[config.mk]
export PLATFORM = sky130hd
export DESIGN_NAME = id_ex_stage_flat
export DESIGN_NICKNAME = d
export VERILOG_FILES = /design/src/rtl/id_ex_stage_if.sv /design/src/rtl/id_ex_stage.sv /design/src/flat_wrapper.sv
export SDC_FILE = /design/constraint.sdc
export NUM_CORES = 1
export LEC_CHECK = 0
export BUFFER_PORTS_ARGS = -buffer_cell sky130_fd_sc_hd__buf_4
export CAP_MARGIN = 15
export CORE_AREA = 2 2 141 143
export CTS_BUF_LIST = sky130_fd_sc_hd__clkbuf_16
export CTS_CLUSTER_SIZE = 25
export DETAILED_ROUTE_END_ITERATION = 10
export DIE_AREA = 0 0 143 145
export PLACE_DENSITY = 0.74
export SLEW_MARGIN = 10
export SYNTH_ARGS = -nofsm -noshare
export SYNTH_HDL_FRONTEND = slang
export SYNTH_SLANG_ARGS = --single-unit
[constraint.sdc]
create_clock -name clk -period 2.89 [get_ports clk]
set_input_delay 0.4335 -clock clk [delete_from_list [all_inputs] [get_ports clk]]
set_output_delay 0.4335 -clock clk [all_outputs]
set_load 0.1 [all_outputs]
[src/rtl/id_ex_stage_if.sv]
// One pipeline slot of decoded-instruction state; ID drives it into the
// stage, and the stage drives the registered copy out to EX.
interface id_ex_stage_if #(
  parameter int DATA_W = 32
);
  logic              valid;
  logic [12:0]       ctrl;
  logic [3:0]        aluop;
  logic [4:0]        rs;
  logic [4:0]        rt;
  logic [4:0]        rd;
  logic [DATA_W-1:0] rdata1;
  logic [DATA_W-1:0] rdata2;
  logic [DATA_W-1:0] imm;
  logic [DATA_W-1:0] pc4;

  modport master (
    output valid, ctrl, aluop, rs, rt, rd, rdata1, rdata2, imm, pc4
  );

  modport slave (
    input  valid, ctrl, aluop, rs, rt, rd, rdata1, rdata2, imm, pc4
  );
endinterface

[src/rtl/id_ex_stage.sv]
// ID/EX pipeline register with load-use bubble insertion, branch flush,
// memory-stage freeze and saturating bubble/flush performance counters.
module id_ex_stage #(
  parameter int DATA_W = 32,
  parameter int CNT_W  = 16
) (
  input  logic              clk,
  input  logic              rst,
  id_ex_stage_if.slave      id,
  input  logic              flush,
  input  logic              mem_stall,
  id_ex_stage_if.master     ex,
  output logic              stall_if_id,
  output logic [CNT_W-1:0]  bubble_cnt,
  output logic [CNT_W-1:0]  flush_cnt
);

  // Control bundle bit positions (Controller ordering, MSB = RegDst)
  localparam int unsigned C_BRANCH   = 11;
  localparam int unsigned C_MEMREAD  = 10;
  localparam int unsigned C_MEMWRITE = 9;
  localparam int unsigned C_ALUSRC   = 7;
  localparam int unsigned C_REGWRITE = 6;
  localparam int unsigned C_BNE      = 0;

  logic              r_valid;
  logic [12:0]       r_ctrl;
  logic [3:0]        r_aluop;
  logic [4:0]        r_rs;
  logic [4:0]        r_rt;
  logic [4:0]        r_rd;
  logic [DATA_W-1:0] r_rdata1;
  logic [DATA_W-1:0] r_rdata2;
  logic [DATA_W-1:0] r_imm;
  logic [DATA_W-1:0] r_pc4;
  logic [CNT_W-1:0]  r_bubble_cnt;
  logic [CNT_W-1:0]  r_flush_cnt;

  logic w_reads_rt;
  logic w_ex_load;
  logic w_load_use;
  logic w_bubble;

  always_comb begin
    w_reads_rt = !id.ctrl[C_ALUSRC] | id.ctrl[C_MEMWRITE] |
                 id.ctrl[C_BRANCH]  | id.ctrl[C_BNE];
    w_ex_load  = r_valid & r_ctrl[C_MEMREAD] & r_ctrl[C_REGWRITE] &
                 (r_rt != '0);
    w_load_use = w_ex_load & id.valid &
                 ((id.rs == r_rt) | (w_reads_rt & (id.rt == r_rt)));
    w_bubble   = flush | w_load_use;
    // A flush squashes the dependent instruction, so it must not stall IF/ID
    stall_if_id = mem_stall | (w_load_use & !flush);
  end

  always_ff @(posedge clk or negedge rst) begin
    if (!rst) begin
      r_valid      <= 1'b0;
      r_ctrl       <= '0;
      r_aluop      <= '0;
      r_rs         <= '0;
      r_rt         <= '0;
      r_rd         <= '0;
      r_rdata1     <= '0;
      r_rdata2     <= '0;
      r_imm        <= '0;
      r_pc4        <= '0;
      r_bubble_cnt <= '0;
      r_flush_cnt  <= '0;
    end else if (!mem_stall) begin
      if (w_bubble) begin
        r_valid  <= 1'b0;
        r_ctrl   <= '0;
        r_aluop  <= '0;
        r_rs     <= '0;
        r_rt     <= '0;
        r_rd     <= '0;
        r_rdata1 <= '0;
        r_rdata2 <= '0;
        r_imm    <= '0;
        r_pc4    <= '0;
      end else begin
        r_valid  <= id.valid;
        r_ctrl   <= id.ctrl;
        r_aluop  <= id.aluop;
        r_rs     <= id.rs;
        r_rt     <= id.rt;
        r_rd     <= id.rd;
        r_rdata1 <= id.rdata1;
        r_rdata2 <= id.rdata2;
        r_imm    <= id.imm;
        r_pc4    <= id.pc4;
      end

      if (flush) begin
        if (r_flush_cnt != '1) r_flush_cnt <= r_flush_cnt + CNT_W'(1);
      end else if (w_load_use) begin
        if (r_bubble_cnt != '1) r_bubble_cnt <= r_bubble_cnt + CNT_W'(1);
      end
    end
  end

  assign ex.valid    = r_valid;
  assign ex.ctrl     = r_ctrl;
  assign ex.aluop    = r_aluop;
  assign ex.rs       = r_rs;
  assign ex.rt       = r_rt;
  assign ex.rd       = r_rd;
  assign ex.rdata1   = r_rdata1;
  assign ex.rdata2   = r_rdata2;
  assign ex.imm      = r_imm;
  assign ex.pc4      = r_pc4;
  assign bubble_cnt  = r_bubble_cnt;
  assign flush_cnt   = r_flush_cnt;

endmodule

[src/flat_wrapper.sv]
// flat-port wrapper written by rule: the top's interface ports become plain ports
module id_ex_stage_flat 
#(
  parameter int DATA_W = 32,
  parameter int CNT_W  = 16
)
  (clk, rst, flush, mem_stall, stall_if_id, bubble_cnt, flush_cnt, id_valid, id_ctrl, id_aluop, id_rs, id_rt, id_rd, id_rdata1, id_rdata2, id_imm, id_pc4, ex_valid, ex_ctrl, ex_aluop, ex_rs, ex_rt, ex_rd, ex_rdata1, ex_rdata2, ex_imm, ex_pc4);
  id_ex_stage_if #(.DATA_W(DATA_W)) id_i ();
  id_ex_stage_if #(.DATA_W(DATA_W)) ex_i ();
  input  logic clk;
  input  logic rst;
  input  logic flush;
  input  logic mem_stall;
  output logic stall_if_id;
  output logic [CNT_W-1:0] bubble_cnt;
  output logic [CNT_W-1:0] flush_cnt;
  input wire logic [$bits(id_i.valid)-1:0] id_valid;
  input wire logic [$bits(id_i.ctrl)-1:0] id_ctrl;
  input wire logic [$bits(id_i.aluop)-1:0] id_aluop;
  input wire logic [$bits(id_i.rs)-1:0] id_rs;
  input wire logic [$bits(id_i.rt)-1:0] id_rt;
  input wire logic [$bits(id_i.rd)-1:0] id_rd;
  input wire logic [$bits(id_i.rdata1)-1:0] id_rdata1;
  input wire logic [$bits(id_i.rdata2)-1:0] id_rdata2;
  input wire logic [$bits(id_i.imm)-1:0] id_imm;
  input wire logic [$bits(id_i.pc4)-1:0] id_pc4;
  output wire logic [$bits(ex_i.valid)-1:0] ex_valid;
  output wire logic [$bits(ex_i.ctrl)-1:0] ex_ctrl;
  output wire logic [$bits(ex_i.aluop)-1:0] ex_aluop;
  output wire logic [$bits(ex_i.rs)-1:0] ex_rs;
  output wire logic [$bits(ex_i.rt)-1:0] ex_rt;
  output wire logic [$bits(ex_i.rd)-1:0] ex_rd;
  output wire logic [$bits(ex_i.rdata1)-1:0] ex_rdata1;
  output wire logic [$bits(ex_i.rdata2)-1:0] ex_rdata2;
  output wire logic [$bits(ex_i.imm)-1:0] ex_imm;
  output wire logic [$bits(ex_i.pc4)-1:0] ex_pc4;
  assign id_i.valid = id_valid;
  assign id_i.ctrl = id_ctrl;
  assign id_i.aluop = id_aluop;
  assign id_i.rs = id_rs;
  assign id_i.rt = id_rt;
  assign id_i.rd = id_rd;
  assign id_i.rdata1 = id_rdata1;
  assign id_i.rdata2 = id_rdata2;
  assign id_i.imm = id_imm;
  assign id_i.pc4 = id_pc4;
  assign ex_valid = ex_i.valid;
  assign ex_ctrl = ex_i.ctrl;
  assign ex_aluop = ex_i.aluop;
  assign ex_rs = ex_i.rs;
  assign ex_rt = ex_i.rt;
  assign ex_rd = ex_i.rd;
  assign ex_rdata1 = ex_i.rdata1;
  assign ex_rdata2 = ex_i.rdata2;
  assign ex_imm = ex_i.imm;
  assign ex_pc4 = ex_i.pc4;
  id_ex_stage #(.DATA_W(DATA_W), .CNT_W(CNT_W)) u_core (.clk(clk), .rst(rst), .id(id_i), .flush(flush), .mem_stall(mem_stall), .ex(ex_i), .stall_if_id(stall_if_id), .bubble_cnt(bubble_cnt), .flush_cnt(flush_cnt));
endmodule
Word-level counts from Yosys, hierarchy flattened --
Index checks and enable logic that the tools add are counted.
Cells by class: add/sub/neg operators 2, eq/ne operators 4, muxes and demuxes 10, bitwise gates (word level) 15, reduce and logical (&&, ||, !) cells 5
Operators with widths (number):
- 32-bit 2-to-1 mux | 4
- 16-bit by 1-bit adder with 16-bit output, second input constant | 2
- 16-bit inequality test, second input constant | 2
- 5-bit 2-to-1 mux | 3
- 13-bit 2-to-1 mux | 1
- 5-bit == test | 2
- 1-bit bitwise AND | 7
- 1-bit bitwise OR | 6
- 5-bit nonzero test | 1
- 4-bit 2-to-1 mux | 1
- 4-bit AND reduction | 1
- 3-bit AND reduction | 1
- 1-bit logical NOT | 2
- 1-bit inverter | 2
- 1-bit 2-to-1 mux | 1
Storage, ports and cells: flip-flop bits (word level) 193, output and inout bits 194, logic and storage cells 48

Longest topological paths before layout --
depth in word-level cells 9, gate-level depth with buffers 9

Worst setup path after synthesis --
Ideal clock, no wire load.
kind register to output, from register u_core.r_rt[4], in the netlist u_core.ex.rt[4], to output port stall_if_id, data arrival time 3160 ps, data required time 2457 ps, path slack -704 ps, cell stages (with the launch flop) 6, path buffers 0, cell sequence dfrtp_1 > xor2_1 > nor4_2 > a22oi_1 > or2_1 > o21bai_1
Between the ends: longest elaborated chain between the ends 6
RTL lines:
- start, declared | line id_ex_stage.sv:30 | logic [4:0] r_rt;
- start signal, assigned | line id_ex_stage.sv:87 | r_rt <= id.rt;
- 5-bit == test or 5-bit nonzero test (tied branches) | line id_ex_stage.sv:50, id_ex_stage.sv:48
- 1-bit bitwise AND (on tied branches) | line id_ex_stage.sv:50, id_ex_stage.sv:47
- 1-bit bitwise OR or 1-bit bitwise AND (tied branches) | line id_ex_stage.sv:50, id_ex_stage.sv:49
- 1-bit bitwise AND (*) | line id_ex_stage.sv:49 | w_load_use = w_ex_load & id.valid &
- 1-bit bitwise AND (*) | line id_ex_stage.sv:53 | stall_if_id = mem_stall | (w_load_use & !flush);
- 1-bit bitwise OR (*) | line id_ex_stage.sv:53
- end, declared | line flat_wrapper.sv:14 | output logic stall_if_id;
Every way passes the cells marked *; elsewhere a longest branch is shown, timed or not.

Final worst setup path --
Same ends and word-level chain as after synthesis.

==> metrics.md <==
| Metric | Value |
|---|---|
| Post-cts hold buffer count | 1 |
| Stages on worst setup path | 6 |
| Maximum clock rate | roughly 380 MHz |
| Vias/cell | between 5 and 6 |
| Sequential share of the synthesized area | between 60% and 70% |
| Wire length per cell | around 19 um |
| Die area | 0.02074 mm2 |
| Fin worst setup slack | approximately 0.28 ns |
| Initial antenna violation count | 0 |
| Fin nets | 1037 |
| Cells along the critical path | xor2_1 > nor4_2 > a22oi_1 > or2_1 > o21bai_4 > buf_4 |
| Post-Synthesis Cells | slightly above 500 |
| Area after DPL | between 0.01 and 0.015 mm2 |
| GRT met1 Usage | 27.11% |
| RSZ-0062 raised after global routing | false |
| Layout cell share with drive strength beyond 1 | 46.66% |
| Cell family with most CP delay | simple AND/OR/NAND/NOR gates |
| Max-cap violations | 0 |
| Core area | around 0.019 mm2 |
| Combinational share of power | roughly 32% |
| GRT Total Usage | around a fifth |
| Most common cell after layout, fill and taps aside | buf_4 |
| Peak VDD IR | a little under 0.0004 V |
| Final Hold Fails | 0 |
| Ant. Diodes | 0 |
| Via Count | between 5000 and 6000 |
| Design Area, Final | between 0.01 and 0.015 mm2 |
| Antenna viol nets, final | 0 |
| CP Buf/Inv Count | 1 |
| Max-slew headroom | 25.59% |
| Core Util, Final | 56.69% |
| Worst skew pair latency | 0.43 ns |
| DRT Pass-1 Iters | 4 |
| First DRT Iteration DRCs | about 330 |
| # DRC | 0 |
| Syn Std Cell Area | 0.007276 mm2 |
| GPL Wtd Cong | roughly 0.8 |
| Total area of sequential cells | between 0.004 and 0.005 mm2 |
| Seq pwr share | 38.3% |
| CP max stage cell | dfrtp_1 |
| Postcts setup bufs | 0 |
| Deepest clock path buffer count | 2 |
| Global-route met2 utilization | between 30% and 40% |
| Num ports | between 300 and 400 |
| Starting density of the core | a little under two fifths |
| Final critical-path required period | around 2.6 ns |
| CP Launch Type | flop |
| Final worst-path cycle share | 90.32% |
| Switching part of the total | 40.90% |
| Die X | around 140 um |
| Critical path class | reg -> out |
| CTS clk-pin slew, worst paths | about 0.080 ns |
| Buffers on Ports | ~360 |
| NetSw | ~3300 uW |
| Hold Crit Depth | 2 |
| Setup violators final | 0 |
| Worst path required time | approximately 2.5 ns |
| Unique masters post-synth | 32 |
| Leak | roughly 0.0057 uW |
| Synth area leader | dfrtp_1 |
| Met3 usage | 6.007% |
| Std cell rows | 51 |
| Post-synth EDFFs | 0 |
| Slew Limit Fails | 0 |
| Placement Setup Slack | ~0.17 ns |
| Setup TNS | 0 ns |
| CTS buffer count | 17 |
| Post-detail-place hpwl | approximately 16 mm |
| Main synth FF type | dfrtp_1 |
| Most frequent cells in the layout | buf_4 (365), dfrtp_1 (193), a22o_1 (161) |
| Syn Area/Cell | roughly 14 um2 |
| Cell Pwr Density | between 700 and 800 mW/mm2 |
| FFs w/ async S/R, synth | 100.0% |
| CP max stage delay | 0.44 ns |
| Post-Syn Nets | 685 |
| Fillers | about 1600 |
| Synthesized flop and latch total | around 190 |
| Largest net degree at the start of global routing | approximately 110 |
| CTS H-Tree Depth | 4 |
| Number of global-route vias before repair | approximately 6000 |
| Outcome | finished clean |
| Clock power share | 29.5% |
| Total grt overflow | 0 |
| Crit-path max FO | 5 |
| Reg2reg path depth | 7 |
| Die Ht | between 100 and 150 um |
| Total internal power | between 4000 and 5000 uW |
| Min-Delay Path Class | in -> reg |
| Critical Path AT | 2.18 ns |
| Warnings from Yosys | 0 |
| Worst Max-Slew Pin Slew | ~1.1 ns |
| Post-CTS Resized | 0 |
| First-pass GRT wire length | 34.04 mm |
| Detailed-route wire length | about 22 mm |
| Busiest grt layer | met2 |
| Largest cells by area after synthesis | dfrtp_1 (66%), a22o_1 (19%), xor2_1 (3.4%), xnor2_1 (1.4%), buf_2 (1.2%) |
| Multi-input logic area | ~0.0023 mm2 |
| Worst clock skew | about 0.011 ns |
| Worst setup EP type | output port |
| Clk root buf | clkbuf_16 |
| Synth top area share | approximately two thirds |
| CTS tree | yes |
| Area delta synth->final | 49.65% |
| Sink Count | ~190 |
==> kinds of logic (layout without fill, tap and decap cells) <==
| family | Yosys count | after routing | share of synthesized area (%) |
|---|---|---|---|
| DFF | 193 | 193 | 66.38 |
| AOI/OAI and AO/OA | 166 | 166 | 19.86 |
| and+or+nand+nor | 72 | 72 | 5.555 |
| buffers and inverters | 43 | 408 | 2.734 |
| xor gates and xnor gates | 40 | 40 | 4.815 |
| adders and majority gates | 2 | 2 | 0.3439 |
| muxes | 2 | 2 | 0.3095 |
==> area by class of cell <==
type	instances	area share (%)
Clock inverter	15	1.609
Tap cell	265	3.045
Timing Repair Buffer	371	26.12
Multi-Input combinational cell	282	20.79
Inverter	5	0.1724
Sequential cell	193	44.36
Clock buffer	17	3.907
==> sequential cells by signal, indices dropped and copies added, names as in the netlist <==
register,count
u_core.bubble_cnt,16
u_core.ex.aluop,4
u_core.ex.ctrl,13
u_core.ex.imm,32
u_core.ex.pc4,32
u_core.ex.rd,5
u_core.ex.rdata1,32
u_core.ex.rdata2,32
u_core.ex.rs,5
u_core.ex.rt,5
u_core.ex.valid,1
u_core.flush_cnt,16
==> worst paths after layout <==
kind / startpoint / slack [ns] / endpoint
worst max-delay path: u_core.ex.rt[4]$_DFFE_PN0N_ / 0.28 / stall_if_id
worst min-delay path: id_rdata2[27] / 0.21 / u_core.ex.rdata2[27]$_DFFE_PN0N_
worst max register to register: u_core.ex.rt[3]$_DFFE_PN0N_ / 0.53 / u_core.ex.imm[8]$_DFFE_PN0N_
worst min register to register: u_core.flush_cnt[15]$_DFFE_PN0P_ / 0.50 / u_core.flush_cnt[15]$_DFFE_PN0P_
max in group asynchronous: rst / 1.64 / u_core.ex.rdata2[11]$_DFFE_PN0N_
min in group asynchronous: rst / 0.47 / u_core.flush_cnt[9]$_DFFE_PN0P_
==> stage by stage <==
stage | hold WS [ns] | total power (uW) | instances
floorplan | 0.1379 | 4984 | 518
global route | 0.1930 | 8336 | 1148
detailed placement | 0.3590 | 5734 | 1115
global placement | 0.3595 | 5712 | 1115
CTS | 0.1866 | 8126 | 1148
finish | 0.2108 | 8053 | 1148
==> power groups by stage <==
| stage | logic (uW) | registers [uW] | clock network, uW |
|---|---|---|---|
| 2_1_floorplan | 302 | 4680 | 0 |
| 3_3_place_gp | 2590 | 3130 | 0 |
| 3_5_place_dp | 2600 | 3130 | 0 |
| 4_1_cts | 2610 | 3080 | 2440 |
| 5_1_grt | 2670 | 3110 | 2550 |
| 6_report | 2590 | 3090 | 2380 |
==> cell usage after synthesis (2+ instances only) <==
cell	count
nor3_1	6
and3_1	5
inv_1	5
nor4_2	2
dfrtp_1	193
xor2_1	28
nor4_1	3
nand4_1	5
buf_6	2
nand2b_1	2
and4_1	2
nand2_1	15
a22o_1	161
buf_2	18
nor3_2	3
nand3_1	8
mux2_2	2
or4_1	2
xnor2_1	12
nor2_1	14
clkbuf_1	18
ha_1	2
==> per-layer routing <==
layer | vias to the layer above | share of wire [%]
li1 | 2639 | -
met1 | 2865 | 41
met2 | 247 | 50
met3 | 23 | 7.5
met4 | 0 | 1.8
met5 | - | 0
(Power assumes the default switching activity.)
